[src/rtl/rv_fetch_ctrl.sv]
// rv_fetch_ctrl: instruction fetch sequencer. Issues word reads under a credit limit,
// parks returning words in a skid FIFO and feeds them to rv_fetch_buf.
module rv_fetch_ctrl #(
   parameter int                          IADDR_SPACE_BITS = 16,
   parameter int                          MAX_OUTSTANDING  = 2,
   parameter logic [IADDR_SPACE_BITS-1:0] RESET_PC         = '0
) (
   input  logic                          i_clk,
   input  logic                          i_reset,
   input  logic                          i_flush,
   input  logic [IADDR_SPACE_BITS-2:0]   i_flush_pc,
   input  logic                          i_halt,
   output logic                          o_halted,
   output logic                          o_mem_req,
   output logic [IADDR_SPACE_BITS-3:0]   o_mem_addr,
   input  logic                          i_mem_ack,
   input  logic                          i_mem_rvalid,
   input  logic [31:0]                   i_mem_rdata,
   input  logic                          i_buf_not_full,
   output logic                          o_buf_push,
   output logic [31:0]                   o_buf_data,
   output logic                          o_buf_flush,
   output logic [IADDR_SPACE_BITS-2:0]   o_buf_pc
);

   localparam int AW = IADDR_SPACE_BITS - 2;
   localparam int PW = $clog2(MAX_OUTSTANDING);
   localparam int CW = PW + 1;
   localparam logic [CW:0] CREDITS = (CW+1)'(MAX_OUTSTANDING);

   localparam logic [1:0] S_BOOT = 2'd0;
   localparam logic [1:0] S_RUN  = 2'd1;
   localparam logic [1:0] S_HALT = 2'd2;

   logic [1:0]                  state_q, state_d;
   logic [AW-1:0]               fetchAddr_q, fetchAddr_d;
   logic [CW-1:0]               inflight_q, inflight_d;
   logic [CW-1:0]               discard_q, discard_d;
   logic [CW-1:0]               skidCnt_q, skidCnt_d;
   logic [PW-1:0]               rdPtr_q, rdPtr_d;
   logic [PW-1:0]               wrPtr_q, wrPtr_d;
   logic                        bufFlush_q;
   logic [IADDR_SPACE_BITS-2:0] bufPc_q, bufPc_d;
   logic [31:0]                 skidMem [MAX_OUTSTANDING];

   logic [CW:0] creditsUsed;
   logic        memAccept;
   logic        skidWrite;

   // Stale responses still count against credits, so a redirect never overruns the skid FIFO.
   assign creditsUsed = {1'b0, inflight_q} + {1'b0, skidCnt_q};
   assign o_mem_req   = (state_q == S_RUN) & ~i_halt & (creditsUsed < CREDITS);
   assign o_mem_addr  = fetchAddr_q;
   assign memAccept   = o_mem_req & i_mem_ack;
   assign skidWrite   = i_mem_rvalid & ~i_flush & (discard_q == '0);
   assign o_buf_push  = (skidCnt_q != '0) & i_buf_not_full & ~bufFlush_q & ~i_flush;
   assign o_buf_data  = skidMem[rdPtr_q];
   assign o_buf_flush = bufFlush_q;
   assign o_buf_pc    = bufPc_q;
   assign o_halted    = (state_q == S_HALT) & (inflight_q == '0);

   always_comb begin
      inflight_d = inflight_q;
      if (memAccept && !i_mem_rvalid) begin
         inflight_d = inflight_q + CW'(1);
      end else if (!memAccept && i_mem_rvalid) begin
         inflight_d = inflight_q - CW'(1);
      end

      // Everything still in flight after a redirect belongs to the old stream.
      discard_d = discard_q;
      if (i_flush) begin
         discard_d = inflight_d;
      end else if (i_mem_rvalid && discard_q != '0) begin
         discard_d = discard_q - CW'(1);
      end

      fetchAddr_d = fetchAddr_q;
      bufPc_d     = bufPc_q;
      if (i_flush) begin
         fetchAddr_d = i_flush_pc[IADDR_SPACE_BITS-2:1];
         bufPc_d     = i_flush_pc;
      end else if (memAccept) begin
         fetchAddr_d = fetchAddr_q + AW'(1);
      end
   end

   always_comb begin
      skidCnt_d = skidCnt_q;
      rdPtr_d   = rdPtr_q;
      wrPtr_d   = wrPtr_q;
      if (i_flush) begin
         skidCnt_d = '0;
         rdPtr_d   = '0;
         wrPtr_d   = '0;
      end else begin
         if (skidWrite) begin
            wrPtr_d = wrPtr_q + PW'(1);
         end
         if (o_buf_push) begin
            rdPtr_d = rdPtr_q + PW'(1);
         end
         case ({skidWrite, o_buf_push})
            2'b10:   skidCnt_d = skidCnt_q + CW'(1);
            2'b01:   skidCnt_d = skidCnt_q - CW'(1);
            default: skidCnt_d = skidCnt_q;
         endcase
      end
   end

   always_comb begin
      state_d = state_q;
      case (state_q)
         S_BOOT:  state_d = S_RUN;
         S_RUN:   if (i_halt && inflight_d == '0) state_d = S_HALT;
         S_HALT:  if (!i_halt) state_d = S_RUN;
         default: state_d = S_BOOT;
      endcase
   end

   always_ff @(posedge i_clk or posedge i_reset) begin
      if (i_reset) begin
         state_q     <= S_BOOT;
         fetchAddr_q <= RESET_PC[IADDR_SPACE_BITS-1:2];
         inflight_q  <= '0;
         discard_q   <= '0;
         skidCnt_q   <= '0;
         rdPtr_q     <= '0;
         wrPtr_q     <= '0;
         bufFlush_q  <= 1'b1;
         bufPc_q     <= RESET_PC[IADDR_SPACE_BITS-1:1];
      end else begin
         state_q     <= state_d;
         fetchAddr_q <= fetchAddr_d;
         inflight_q  <= inflight_d;
         discard_q   <= discard_d;
         skidCnt_q   <= skidCnt_d;
         rdPtr_q     <= rdPtr_d;
         wrPtr_q     <= wrPtr_d;
         bufFlush_q  <= i_flush;
         bufPc_q     <= bufPc_d;
      end
   end

   always_ff @(posedge i_clk) begin
      if (skidWrite) begin
         skidMem[wrPtr_q] <= i_mem_rdata;
      end
   end

endmodule

[config.mk]
export PLATFORM = sky130hd
export DESIGN_NAME = rv_fetch_ctrl
export DESIGN_NICKNAME = d
export VERILOG_FILES = /design/src/rtl/rv_fetch_ctrl.sv
export SDC_FILE = /design/constraint.sdc
export NUM_CORES = 1
export LEC_CHECK = 0
export ABC_CLOCK_PERIOD_IN_PS = 4210
export CAP_MARGIN = 0
export CORE_MARGIN = 1
export CORE_UTILIZATION = 41
export DETAILED_ROUTE_END_ITERATION = 10
export GPL_ROUTABILITY_DRIVEN = 0
export PLACE_DENSITY = 0.7
export SLEW_MARGIN = 30
export SYNTH_ARGS = -nofsm -noshare
export SYNTH_HDL_FRONTEND = slang
export SYNTH_SLANG_ARGS = --single-unit
[constraint.sdc]
create_clock -name i_clk -period 4.21 [get_ports i_clk]
set_input_delay 0.421 -clock i_clk [delete_from_list [all_inputs] [get_ports i_clk]]
set_output_delay 0.421 -clock i_clk [all_outputs]
set_load 0.01 [all_outputs]
## Yosys cells after proc, flatten, opt, wreduce, memory -nomap -nowiden

Memory sizes are Yosys's and may differ from the RTL's.
Cells that the tools add are included.

| cells by class | value |
|---|---|
| add/sub/neg operators | 9 |
| $lt $le $gt $ge | 1 |
| eq/ne operators | 6 |
| multiplexer cells | 17 |
| bitwise operators | 12 |
| reduce and logical (&&, ||, !) cells | 18 |

Operator list:

| cell | number |
|---|---|
| $mux W14 | 2 |
| $add A14 B1 Y14 const B | 1 |
| $mux W2 | 7 |
| $reduce_bool A2 Y1 | 6 |
| $and A1 B1 Y1 | 9 |
| $logic_not A2 Y1 | 4 |
| $mux W1 | 6 |
| $pmux W2 S3 | 1 |
| $sub A2 B1 Y2 const B | 3 |
| $add A2 B1 Y2 const B | 2 |
| $eq A2 B1 Y1 const B | 2 |
| $eq A2 B2 Y1 const B | 2 |
| $logic_and A1 B1 Y1 | 4 |
| $pmux W2 S2 | 1 |
| $add A2 B2 Y3 | 1 |
| $lt A3 B2 Y1 const B | 1 |
| $not A1 Y1 | 3 |
| $reduce_bool A3 Y1 | 1 |
| $add A1 B1 Y1 const B | 2 |
| $logic_not A1 Y1 | 2 |
| $ne A2 B1 Y1 const B | 1 |
| $ne A2 B2 Y1 const B | 1 |
| $reduce_and A2 Y1 | 1 |

| word-level totals | value |
|---|---|
| register bits after elaboration | 40 |
| RAM bits | 64 |
| input port bits | 54 |
| logic and storage cells | 73 |
| memories | 1 |

Memory list:

| name | words | width | read ports | clocked after Yosys merged registers in | wr ports | line | RTL |
|---|---|---|---|---|---|---|---|
| skidMem | 2 | 32 | 1 | 0 | 1 | 44 | `logic [31:0] skidMem [MAX_OUTSTANDING];` |

## Longest topological paths before layout

| depth | value |
|---|---|
| depth after elaboration | 12 |
| gate-level depth with buffers | 6 |
| gate-level depth less buffers | 6 |

## Worst setup path after synthesis

No wires, ideal clock.

| path | value |
|---|---|
| path kind | input-to-reg |
| start point | input port i_mem_rvalid |
| end point | memory skidMem[1][0] (enable) |
| setup time | 468 ps |
| arrival | 3,333 ps |
| data required time | 3,742 ps |
| setup slack | 409 ps |
| cell stages on the path | 3 |
| buffers on the path | 1 |
| cells stage by stage | clkbuf_1 > nand2_1 > nor3b_1 |

| on the way | value |
|---|---|
| cells in the longest elaborated chain, start to end | 4 |

RTL lines:

| item | line | RTL |
|---|---|---|
| start: declaration | 17 | `input logic i_mem_rvalid,` |
| $and A1 B1 Y1 (2 in series) | 55 | `assign skidWrite = i_mem_rvalid & ~i_flush & (discard_q == '0);` |
| $mux W1 | 146 | `if (skidWrite) begin` |
| $mux W1 (not written as such) | 147 | `skidMem[wrPtr_q] <= i_mem_rdata;` |
| end: declaration | 44 |  |

No other way between the ends.

## Worst setup path in the final report

| path | value |
|---|---|
| start point | register inflight_q[0] |
| end point | output port o_mem_req |

| on the way | value |
|---|---|
| cells in the longest elaborated chain, start to end | 3 |

RTL lines:

| item | line | RTL |
|---|---|---|
| start: declaration | 37 | `logic [CW-1:0] inflight_q, inflight_d;` |
| start signal: assignment | 135 | `inflight_q <= inflight_d;` |
| $add A2 B2 Y3 | 51 | `assign creditsUsed = {1'b0, inflight_q} + {1'b0, skidCnt_q};` |
| $lt A3 B2 Y1 | 52 | `assign o_mem_req = (state_q == S_RUN) & ~i_halt & (creditsUsed < CREDITS);` |
| $and A1 B1 Y1 | 52 |  |
| end: declaration | 14 | `output logic o_mem_req,` |

No other way between the ends.

==> impl_results.md <==
- Die Y: 105 um
- Count leader, synth: edfxtp_1
- Initial antenna violation count: 0
- Initial DRC Count: 125
- Final setup viols: 0
- Hold Vio Cnt, Final: 0
- Clock Skew: about 0.01 ns
- Ys flop type: edfxtp_1
- Die area: 11100 um2
- GR Overflow Total: 0
- Synth top cells by count: edfxtp_1, dfrtp_1, mux2_2
- Tot GR Track Use: 17.1%
- DR pass1 iterations: 4
- First-pass GRT wire length: about 15000 um
- Worst skew pair latency: 0.36 ns
- Hold depth: 2
- Async set or reset register ratio after synthesis: 38.5%
- Critical Path Sink Type: output pin
- Sequential area share after synthesis: 66.8%
- Maxcap violations: 0
- YS warnings: 0
- Starting Density: 42.4%
- Levels on crit path: 5
- Final Max Tran Viols: 0
- Pwr/cell area: ~420 nW/um2
- Min Tclk post-route: 3.10 ns
- Leakage: 2.20 nW
- Top Ports: 119
- Clock root cell: clkbuf_8
- Synthesized Nets: 369
- Worst-Margin Slew: about 0.5 ns
- Post-route insts no fill: 575
- Num CTS Buffers: 9
- CTS Hold Bufs: 0
- Pre-CTS setup slack: 1.54 ns
- Worst Path Arrival: 2.68 ns
- Row count: 37
- TritonCTS clock tree: done
- Post-Syn Area: about 4400 um2
- Critical-path cell list: and2_1 -> fa_1 -> nor4b_4 -> nor2b_1 -> clkdlybuf4s50_1
- Cell count after synthesis: about 310
- Critical path launch point type: flip-flop
- Outcome: finished clean
- Clock-pin slew of the registers on the worst-case setup and hold paths: 0.10 ns
- Total setup buffers inserted after CTS: 0
- Antenna cells: 0
- Post-layout nets: 492
- Cts repair resizes: 0
- ANT nets after route: 0
- Crit-path leading delay family: simple AND/OR/NAND/NOR gates
- Crit-path slowest cell: clkdlybuf4s50_1
- Buf+Inv Stages, Crit Path: 1
- Dpl cells: about 560
- Setup ws final: 1.11 ns
- FMAX: 323 MHz
- FF-to-FF setup slack: 1.77 ns
- Average wire per standard cell: about 16 um
- Fraction of layout cells with a size suffix above 1: 15.5%
- Largest net degree at the start of global routing: 52
- Synth area leaders: edfxtp_1, dfrtp_1, mux2_2
- DRT Wirelength: 9020 um
- Synth top area share: 43.9%
- Reg2Reg Depth: 6
- EDFF count, synth: 64
- Syn avg cell area: 14.1 um2
- DR vias/cell: 5.01
- Yosys reg bits: between 100 and 150
- Routed via count: 2878
- DP HPWL: 6140 um
- Layout area overhead: 35.3%
- VDD IR max: 0.000201 V
- Max stage delay on crit path: 0.56 ns
- DIE WIDTH: 105 um
- Core area: 10300 um2
- Setup TNS: 0 ns
- Rel. slew slack: 65.7%
- Period utilisation layout: 73.5%
- RSZ-0062 raised after global routing: no
- Count of cell types in the netlist: 43
- FILL cells: roughly 860
- Hold Path Class: primary input to flip-flop
- Critical Path Fanout Max: 5
- Vias in the first global route: 3020
- Drt drc: 0
- H-tree level count: 3
- Port buffer count: between 100 and 150
- Clock sink total: 104
- Clock Path Buffers: 2
- Cell accounting for the most synthesized area: edfxtp_1
- WS Path Type: flip-flop to output pin
- WP data required: 3.79 ns
## state kept, by name (all words and copies together), names as in the netlist
name / count
discard_q: 2
inflight_q: 2
o_buf_flush: 1
o_buf_pc: 15
o_mem_addr: 14
rdPtr_q: 1
skidCnt_q: 2
skidMem: 64
state_q: 2
wrPtr_q: 1
## through the flow
step | utilization, % | power [mW] | area (um2) | hold slack, ns
global route | 57.4 | 2.65 | 5920 | 0.369
finish | 57.4 | 2.50 | 5920 | 0.387
detailed placement | 55.5 | 1.93 | 5730 | 0.496
floorplan | - | 1.63 | 4380 | 0.425
CTS | 57.4 | 2.53 | 5920 | 0.375
global placement | 55.5 | 1.91 | 5730 | 0.493
## power breakdown
part	switching (mW)	internal [mW]
Combinational	0.295	0.340
Clock	0.362	0.234
Sequential	0.0783	1.19
## cells by family after synthesis
group           count (synthesis)  synth area share [%]
simple gates                   83                  11.9
xor+xnor                       13                  2.60
buf+inv                        32                  2.74
mux                            41                  10.4
fa+ha+maj                       4                  1.31
compound gates                 34                  4.29
flops                         104                  66.8
## worst paths after layout
path                                            end                     from
setup / recovery                          o_mem_req  inflight_q[0]$_DFF_PP0_
hold / removal             skidCnt_q[1]$_DFFE_PP0P_                  i_flush
setup reg to reg           discard_q[0]$_DFFE_PP0P_  inflight_q[0]$_DFF_PP0_
hold reg to reg             o_buf_pc[0]$_DFFE_PP0P_  o_buf_pc[0]$_DFFE_PP0P_
max in group asynchronous   o_buf_pc[3]$_DFFE_PP0P_                  i_reset
min in group asynchronous   o_buf_pc[0]$_DFFE_PP0P_                  i_reset
## metal layers
| layer | routed length [um] | global-route usage [%] |
|---|---|---|
| met4 | 69 | 4.53 |
| met3 | 731 | 5.94 |
| met5 | 0 | 0 |
| met1 | 4070 | 21.9 |
| met2 | 4150 | 27.7 |
## placed cells by master (no fill, tap or decap), types with 2 or more instances in the layout
cell type and instances:
xnor2_1 8, nor2b_1 8, o21ai_1 3, nor4_2 3
buf_4 5, and4_1 3, mux2i_1 5, o21ai_0 22
clkbuf_8 9, clkinv_4 2, nand2_1 26, mux2_2 36
clkdlybuf4s50_1 117, inv_1 21, xor2_1 5, inv_8 4
nor2_1 6, or4_1 4, nand2b_1 4, edfxtp_1 64
dfrtp_1 39, a21oi_1 2, ha_1 3, nand3_1 11
nand4_1 5
## final cells by class
class,instances,area (um2),area share [%]
well taps,136,170,2.87
multi-input cells,175,1340,22.7
flip-flops and latches,104,2920,49.4
clock inverters,7,70.1,1.18
inverters,21,78.8,1.33
clock buffers,9,124,2.09
repair buffers,123,1210,20.5
No activity file was read; power rests on OpenSTA's default activity.
